===== config.mk =====
export PLATFORM = sky130hd
export DESIGN_NAME = seg_display_ctrl
export DESIGN_NICKNAME = d
export VERILOG_FILES = /design/src/rtl/seg_display_ctrl.sv
export SDC_FILE = /design/constraint.sdc
export NUM_CORES = 1
export LEC_CHECK = 0
export ABC_AREA = 1
export BUFFER_PORTS_ARGS = -buffer_cell sky130_fd_sc_hd__buf_2
export CAP_MARGIN = 20
export CORE_AREA = 2 2 117 119
export DETAILED_ROUTE_END_ITERATION = 10
export DIE_AREA = 0 0 119 121
export PLACE_DENSITY = 0.66
export SLEW_MARGIN = 20
export SYNTH_ARGS = -nofsm -noshare
export SYNTH_HDL_FRONTEND = slang
export SYNTH_SLANG_ARGS = --single-unit

===== constraint.sdc =====
create_clock -name clk -period 3.3 [get_ports clk]
set_clock_uncertainty 0.15 [all_clocks]
set_input_delay 0.495 -clock clk [delete_from_list [all_inputs] [get_ports clk]]
set_output_delay 0.495 -clock clk [all_outputs]
set_load 0.005 [all_outputs]

===== src/rtl/seg_display_ctrl.sv =====
// ============================================================================
// Module  : seg_display_ctrl
// Brief   : Arbitrates the 8-digit hex display between the keyboard scan-code
//           history and an auxiliary 32-bit source, with a minimum hold time.
// Revision: 1.0
// ============================================================================
`default_nettype none

module seg_display_ctrl #(
    parameter int HOLD_CYCLES = 100_000_000
) (
    input  logic        clk,
    input  logic        rst,
    input  logic [7:0]  i_kb_code,
    input  logic        i_kb_valid,
    input  logic [31:0] i_aux_data,
    input  logic        i_aux_req,
    output logic        o_aux_ack,
    output logic [31:0] o_disp_data,
    output logic        o_disp_owner,
    output logic [7:0]  o_key_count
);

    localparam int HCW = $clog2(HOLD_CYCLES) + 1;
    localparam logic [HCW-1:0] c_HOLD_RELOAD = HCW'(HOLD_CYCLES - 1);

    localparam logic [0:0] c_ST_KEY = 1'b0;
    localparam logic [0:0] c_ST_AUX = 1'b1;

    logic [0:0]     r_state;
    logic [31:0]    r_hist;
    logic [HCW-1:0] r_hold_cnt;
    logic           r_kb_pending;

    logic [31:0]    w_hist_next;
    logic           w_hold_done;

    // Keyboard view on any edge includes a byte shifted in on that same edge.
    assign w_hist_next = i_kb_valid ? {r_hist[23:0], i_kb_code} : r_hist;
    assign w_hold_done = (r_hold_cnt == '0);

    always_ff @(posedge clk or posedge rst) begin
        if (rst) begin
            r_state      <= c_ST_KEY;
            r_hist       <= '0;
            r_hold_cnt   <= '0;
            r_kb_pending <= 1'b0;
            o_disp_data  <= '0;
            o_disp_owner <= 1'b0;
            o_aux_ack    <= 1'b0;
            o_key_count  <= '0;
        end else begin
            r_hist    <= w_hist_next;
            o_aux_ack <= 1'b0;
            if (i_kb_valid) begin
                o_key_count <= o_key_count + 8'd1;
            end
            if (!w_hold_done) begin
                r_hold_cnt <= r_hold_cnt - HCW'(1);
            end

            case (r_state)
                c_ST_KEY: begin
                    if (i_aux_req && w_hold_done) begin
                        r_state      <= c_ST_AUX;
                        o_disp_data  <= i_aux_data;
                        o_disp_owner <= 1'b1;
                        o_aux_ack    <= 1'b1;
                        r_hold_cnt   <= c_HOLD_RELOAD;
                        r_kb_pending <= i_kb_valid;
                    end else begin
                        o_disp_data  <= w_hist_next;
                        o_disp_owner <= 1'b0;
                    end
                end
                default: begin
                    // Aux release wins over everything; a pending key only preempts once hold expires.
                    if (!i_aux_req || (w_hold_done && r_kb_pending)) begin
                        r_state      <= c_ST_KEY;
                        o_disp_data  <= w_hist_next;
                        o_disp_owner <= 1'b0;
                        r_hold_cnt   <= c_HOLD_RELOAD;
                        r_kb_pending <= 1'b0;
                    end else begin
                        o_disp_data  <= i_aux_data;
                        o_disp_owner <= 1'b1;
                        if (i_kb_valid) begin
                            r_kb_pending <= 1'b1;
                        end
                    end
                end
            endcase
        end
    end

endmodule

`default_nettype wire

# Word level (Yosys, flattened, before mapping)
# Cells that the tools add are included.
# totals
latchBits,0
n_memories,0
rom_bits,0
register_bits,103
out_inout_bits,42
ramBits,0
# op_classes
reduce_logical,7
mul,0
eq_ne,1
bitwise,0
addsub,2
n_lt_le_gt_ge,0
shifts,0
n_div,0
muxes,16
# op_table
cell,n
$mux 32,4
$mux 28,4
$logic_not 28->1,1
$sub 28x1->28 const B,1
$add 8x1->8 const B,1
$mux 1,8
$ne 3x2->1 const B,1
$logic_and 1x1->1,2
$reduce_and 2->1,1
$reduce_bool 2->1,1
$logic_not 1->1,1
$logic_or 1x1->1,1

# Logic depth before layout (Yosys ltp)
# logic_depth
ltp_word,5
ltp_mapped,13
depth_no_buf,12

# Worst setup path after synthesis
# OpenSTA, ideal clock, no wires.
# synth_path
path_type,flip-flop to flip-flop
from,reg r_hold_cnt[0]
to,reg o_disp_data[24]
setup_slack_ns,1.323
required_time_ns,3.037
setup_time_ns,0.113
path_stages_with_launch,13
arrival_ns,1.714
synth_period_minus_slack_ns,1.977
path_cell_list,dfrtp_1 > inv_1 > ha_1 > nand2_4 > nor2_4 > nand2_2 > inv_2 > nand3_4 > nand2_8 > buf_2 > nand3_1 > nand2_1 > inv_1
# synth_via
elab_chain_cells,5
# synth_rtl
item,line_no,rtl
from (decl),32,logic [HCW-1:0] r_hold_cnt;
from (signal assigned),59,r_hold_cnt <= r_hold_cnt - HCW'(1);
from (signal assigned),69,r_hold_cnt <= c_HOLD_RELOAD;
from (signal assigned),82,r_hold_cnt <= c_HOLD_RELOAD;
$logic_not 28->1 (*),40,assign w_hold_done = (r_hold_cnt == '0);
$logic_and 1x1->1,78,if (!i_aux_req || (w_hold_done && r_kb_pending)) begin
$logic_or 1x1->1,78,
$mux 32,78,
$mux 32 (*),62,case (r_state)
to (signal assigned),66,o_disp_data <= i_aux_data;
to (signal assigned),80,o_disp_data <= w_hist_next;
to (signal assigned),85,o_disp_data <= i_aux_data;
to (decl),19,"output logic [31:0] o_disp_data,"
# Mark *: on every way between the ends. The rest lies on a longest branch, timed or not.
# A chain may end at the register's enable or synchronous reset.

# Worst setup path in the final report
# layout_path
from,reg r_hold_cnt[0]
to,reg o_disp_data[5]
# The elaborated chain is that of the path after synthesis.

==> qor.txt <==
=====================================================================================
Endpoint of the worst setup timing path ................................ o_disp_data[5]
Post-route ant nets ....................................................            0
Grt met3 use ...........................................................        5.50%
Wire length of the first global-routing pass ...........................     19600 µm
Most repeated cell in the gate-level netlist after synthesis ...........      nand2_1
Die Span Y .............................................................       121 µm
Type of the setup path with the least slack ............................ flop to flop
CTS sink cnt ...........................................................          103
Fraction of registers with async set or reset after synthesis ..........         100%
Worst reg2reg path depth ...............................................           11
Post-DR vias/cell ......................................................         4.54
Top cell types by occurrence after synthesis ........................... 144 x nand2_1, 128 x inv_1, 103 x dfrtp_1, 60 x nand3_1, 55 x nor2_1
TritonCTS clock tree ...................................................         done
Post-Syn Area per Cell .................................................     8.02 µm²
Top delay family on crit path .......................................... simple AND/OR/NAND/NOR gates
Maximum number of pins on one net before global-route repair ...........           75
Number of enable-type register cells in the synthesized netlist ........            0
Starting Density .......................................................        39.1%
Placer's final routability congestion estimate .........................        0.867
CP required ............................................................      3.40 ns
Post-Syn Nets ..........................................................          684
Peak supply drop .......................................................     0.324 mV
Initial antenna violation count ........................................            0
Hold violation count in the final report ...............................            0
Destination of the worst register-to-register timing path .............. o_disp_data[5]
Number of nets in the layout ...........................................          764
Clock latency reported for the late side of the worst-skew pair ........      0.35 ns
Ratio of final minimum period to clock period ..........................        77.5%
Summed instance area of the synthesized netlist ........................     5120 µm²
CTS buffer count .......................................................            9
Transition time at the pin with the least slew margin ..................     0.761 ns
Category of the worst setup path capture point .........................         flop
Share of synthesized cell area in and, or, nand and nor gates ..........        29.4%
Unique cell type count in the Yosys netlist ............................           28
First drt pass iteration count .........................................            5
Critical path origin ................................................... r_hold_cnt[0]
Inserted Diodes ........................................................            0
Setup slack, reg-to-reg ................................................      0.74 ns
Post-Route Setup TNS ...................................................         0 ns
Adder-Cell Fraction of Synth Area ......................................       0.489%
Routed length per instance .............................................      12.9 µm
Slowest cell on the critical path ......................................      dfrtp_1
Dominant combinational cell family by area after synthesis ............. simple AND/OR/NAND/NOR gates
Number of max-capacitance violations reported ..........................            0
Buffers on Ports .......................................................           85
Startpoint class of the critical path ..................................         flop
Area fraction of the dominant cell type after synthesis ................        50.3%
Horizontal extent of the die ...........................................       119 µm
DRC violations left ....................................................            0
Cell taking the most area after synthesis ..............................      dfrtp_1
Met1 usage in global routing ...........................................        22.4%
Core area ..............................................................    13100 µm²
RSZ-0062 raised after global routing ...................................           no
Cts repair resizes .....................................................            0
Worst-path fanout max ..................................................           34
Result of the run ......................................................    completed
Number of cells produced by synthesis ..................................          638
Reg2Reg Launch Point ................................................... r_hold_cnt[0]
Clock root cell ........................................................    clkbuf_16
Pwr Density ............................................................   496 nW/µm²
Period minus WS final ..................................................      2.56 ns
Synthesized-area fraction occupied by xor and xnor cells ...............        3.42%
Final wirelength .......................................................     11600 µm
Fillers ................................................................         1317
Vias post-DR ...........................................................         4079
H-Tree Level Count .....................................................            3
Buffers plus inverters on the worst setup path .........................            2
Slew headroom ..........................................................        49.2%
Clock-pin slew of the registers on the worst-case setup and hold paths .      0.07 ns
Area growth, synth to finish ...........................................        17.3%
Peak Freq ..............................................................      391 MHz
Clock Tree Buf Depth ...................................................            2
Chain of cells forming the critical path ............................... inv_1 > ha_1 > nand2_4 > nor2_1 > nand2_2 > nor2_4 > nand3_4 > nand2_8 > nand2_1 > nand2_1 > inv_1
Count of routing violations after the opening detailed-route iteration .          255
Path length in cells of the critical path ..............................           11
Post-CTS setup buffers .................................................            0
Top post-synthesis cells by area ....................................... dfrtp_1 50%, nand2_1 11%, inv_1 9.4%, nand3_1 5.9%, nor2_1 4.0%
Layout cell share with drive strength beyond 1 .........................        21.7%
Classification of the worst-slack hold path ............................ input port to async pin
Number of placement rows ...............................................           42
Total Power Consumption ................................................      2980 µW
Fraction of synthesized area in multiplexers ...........................           0%
Leakage dissipation ....................................................   0.00307 µW
Post-DP HPWL ...........................................................      8200 µm
Share of the yosys chip area belonging to registers ....................        50.3%
Global routing usage summed across all routing layers ..................        17.1%
Die Area ...............................................................    14400 µm²
Slew Limit Fails .......................................................            0
Data arrival time of the worst path ....................................      2.66 ns
Final number of setup-violating endpoints ..............................            0
I/O Pins ...............................................................           86
Largest stage delay on the critical path ...............................      0.38 ns
Number of warnings reported in the yosys synthesis log .................            0
Met2 track utilization from global routing .............................        28.1%
Hold buffer count at cts ...............................................            0
Post-synthesis compound-gate area fraction .............................        4.45%
Overflow left after global routing .....................................            0
Most used DFF post-synth ...............................................      dfrtp_1
Flip-flop and latch count after synthesis ..............................          103
Most Used Layer, Global Route ..........................................         met2
Via count of the first global-routing pass .............................         4090
=====================================================================================
-- how the worst min path moves through the flow --
| stage | from | to | slack, ns | cells past startpoint |
|---|---|---|---|---|
| after global placement | o_key_count[7] | o_key_count[7] | 0.31 | 1 |
| after CTS | rst | o_disp_data[0] | 0.11 | 2 |
| after detailed placement | r_hist[26] | r_hist[26] | 0.33 | 2 |
| final | rst | o_disp_data[0] | 0.09 | 2 |
| after global routing | rst | o_disp_data[0] | 0.13 | 2 |
| after floorplan | r_hist[24] | r_hist[24] | 0.31 | 2 |
-- per-layer routing --
metal  routed length, µm  share of wire (%)  up-vias
li1                    -                  -     2085
met1                5290                 46     1888
met2                5560                 48       98
met3                 651                5.6        8
met4                  55               0.48        0
met5                   0                  0        -
-- cell families (layout without fill, tap and decap cells) --
group | Yosys count | count (layout)
AND/OR/NAND/NOR | 320 | 320
buffers and inverters | 150 | 235
flip-flops | 103 | 103
AO/OA/AOI/OAI | 43 | 43
XOR/XNOR | 20 | 20
adder cells (fa/ha/maj) | 2 | 2
-- cells in the final DEF (no fill, tap or decap), types with 3 or more instances in the layout --
| cell type | n |
|---|---|
| nand2_1 | 144 |
| nand3_1 | 60 |
| dfrtp_1 | 103 |
| nor2_4 | 6 |
| nor2_1 | 55 |
| inv_1 | 127 |
| nor3_1 | 6 |
| buf_2 | 85 |
| xor2_1 | 14 |
| or2_2 | 33 |
| nand4_1 | 6 |
| o21ai_0 | 36 |
| nand2_2 | 4 |
| xnor2_1 | 6 |
| clkbuf_16 | 9 |
| buf_4 | 3 |
| o211ai_1 | 4 |
-- per-stage QoR --
| step | worst slack, ns | std cells | cell area, µm² | hold WS, ns | utilization, % |
|---|---|---|---|---|---|
| after global placement | 0.816 | 883 | 5690 | 0.308 | 43.5 |
| after global routing | 0.487 | 899 | 6010 | 0.134 | 45.9 |
| after CTS | 0.709 | 899 | 6010 | 0.106 | 45.9 |
| after floorplan | 1.32 | 638 | 5120 | 0.309 | - |
| final | 0.741 | 899 | 6010 | 0.0873 | 45.9 |
| after detailed placement | 0.733 | 883 | 5690 | 0.333 | 43.5 |
-- power by group --
part / leakage (µW) / total, µW / internal [µW] / switching (µW)
Clock: 0.000153 / 1120 / 621 / 500
Sequential: 0.00113 / 1470 / 1400 / 75.2
Combinational: 0.00178 / 386 / 179 / 207
Total: 0.00307 / 2980 / 2200 / 781
-- final cells by class --
class / count / area, µm² / area share, %
clock buffer: 10 / 239 / 3.98
inverter: 130 / 494 / 8.23
timing repair buffer: 89 / 468 / 7.79
sequential: 103 / 2580 / 42.9
clock inverter: 6 / 73.8 / 1.23
tap: 176 / 220 / 3.67
multi-input combinational: 385 / 1930 / 32.2
-- sequential cells by signal, summed over array words and instances, names as in the netlist --
signal        count
r_kb_pending      1
r_state           1
r_hist           32
r_hold_cnt       28
o_key_count       8
o_aux_ack         1
o_disp_data      32
-- worst reg2reg max path, cell delays in order, from the launching register on --
cell and delay (ns):
dfrtp_1 0.38, inv_1 0.16, ha_1 0.33, nand2_4 0.12
nor2_1 0.14, nand2_2 0.08, nor2_4 0.13, nand3_4 0.37
nand2_8 0.37, nand2_1 0.11, nand2_1 0.08, inv_1 0.04
Note: power is estimated with default switching activity, not from simulation.
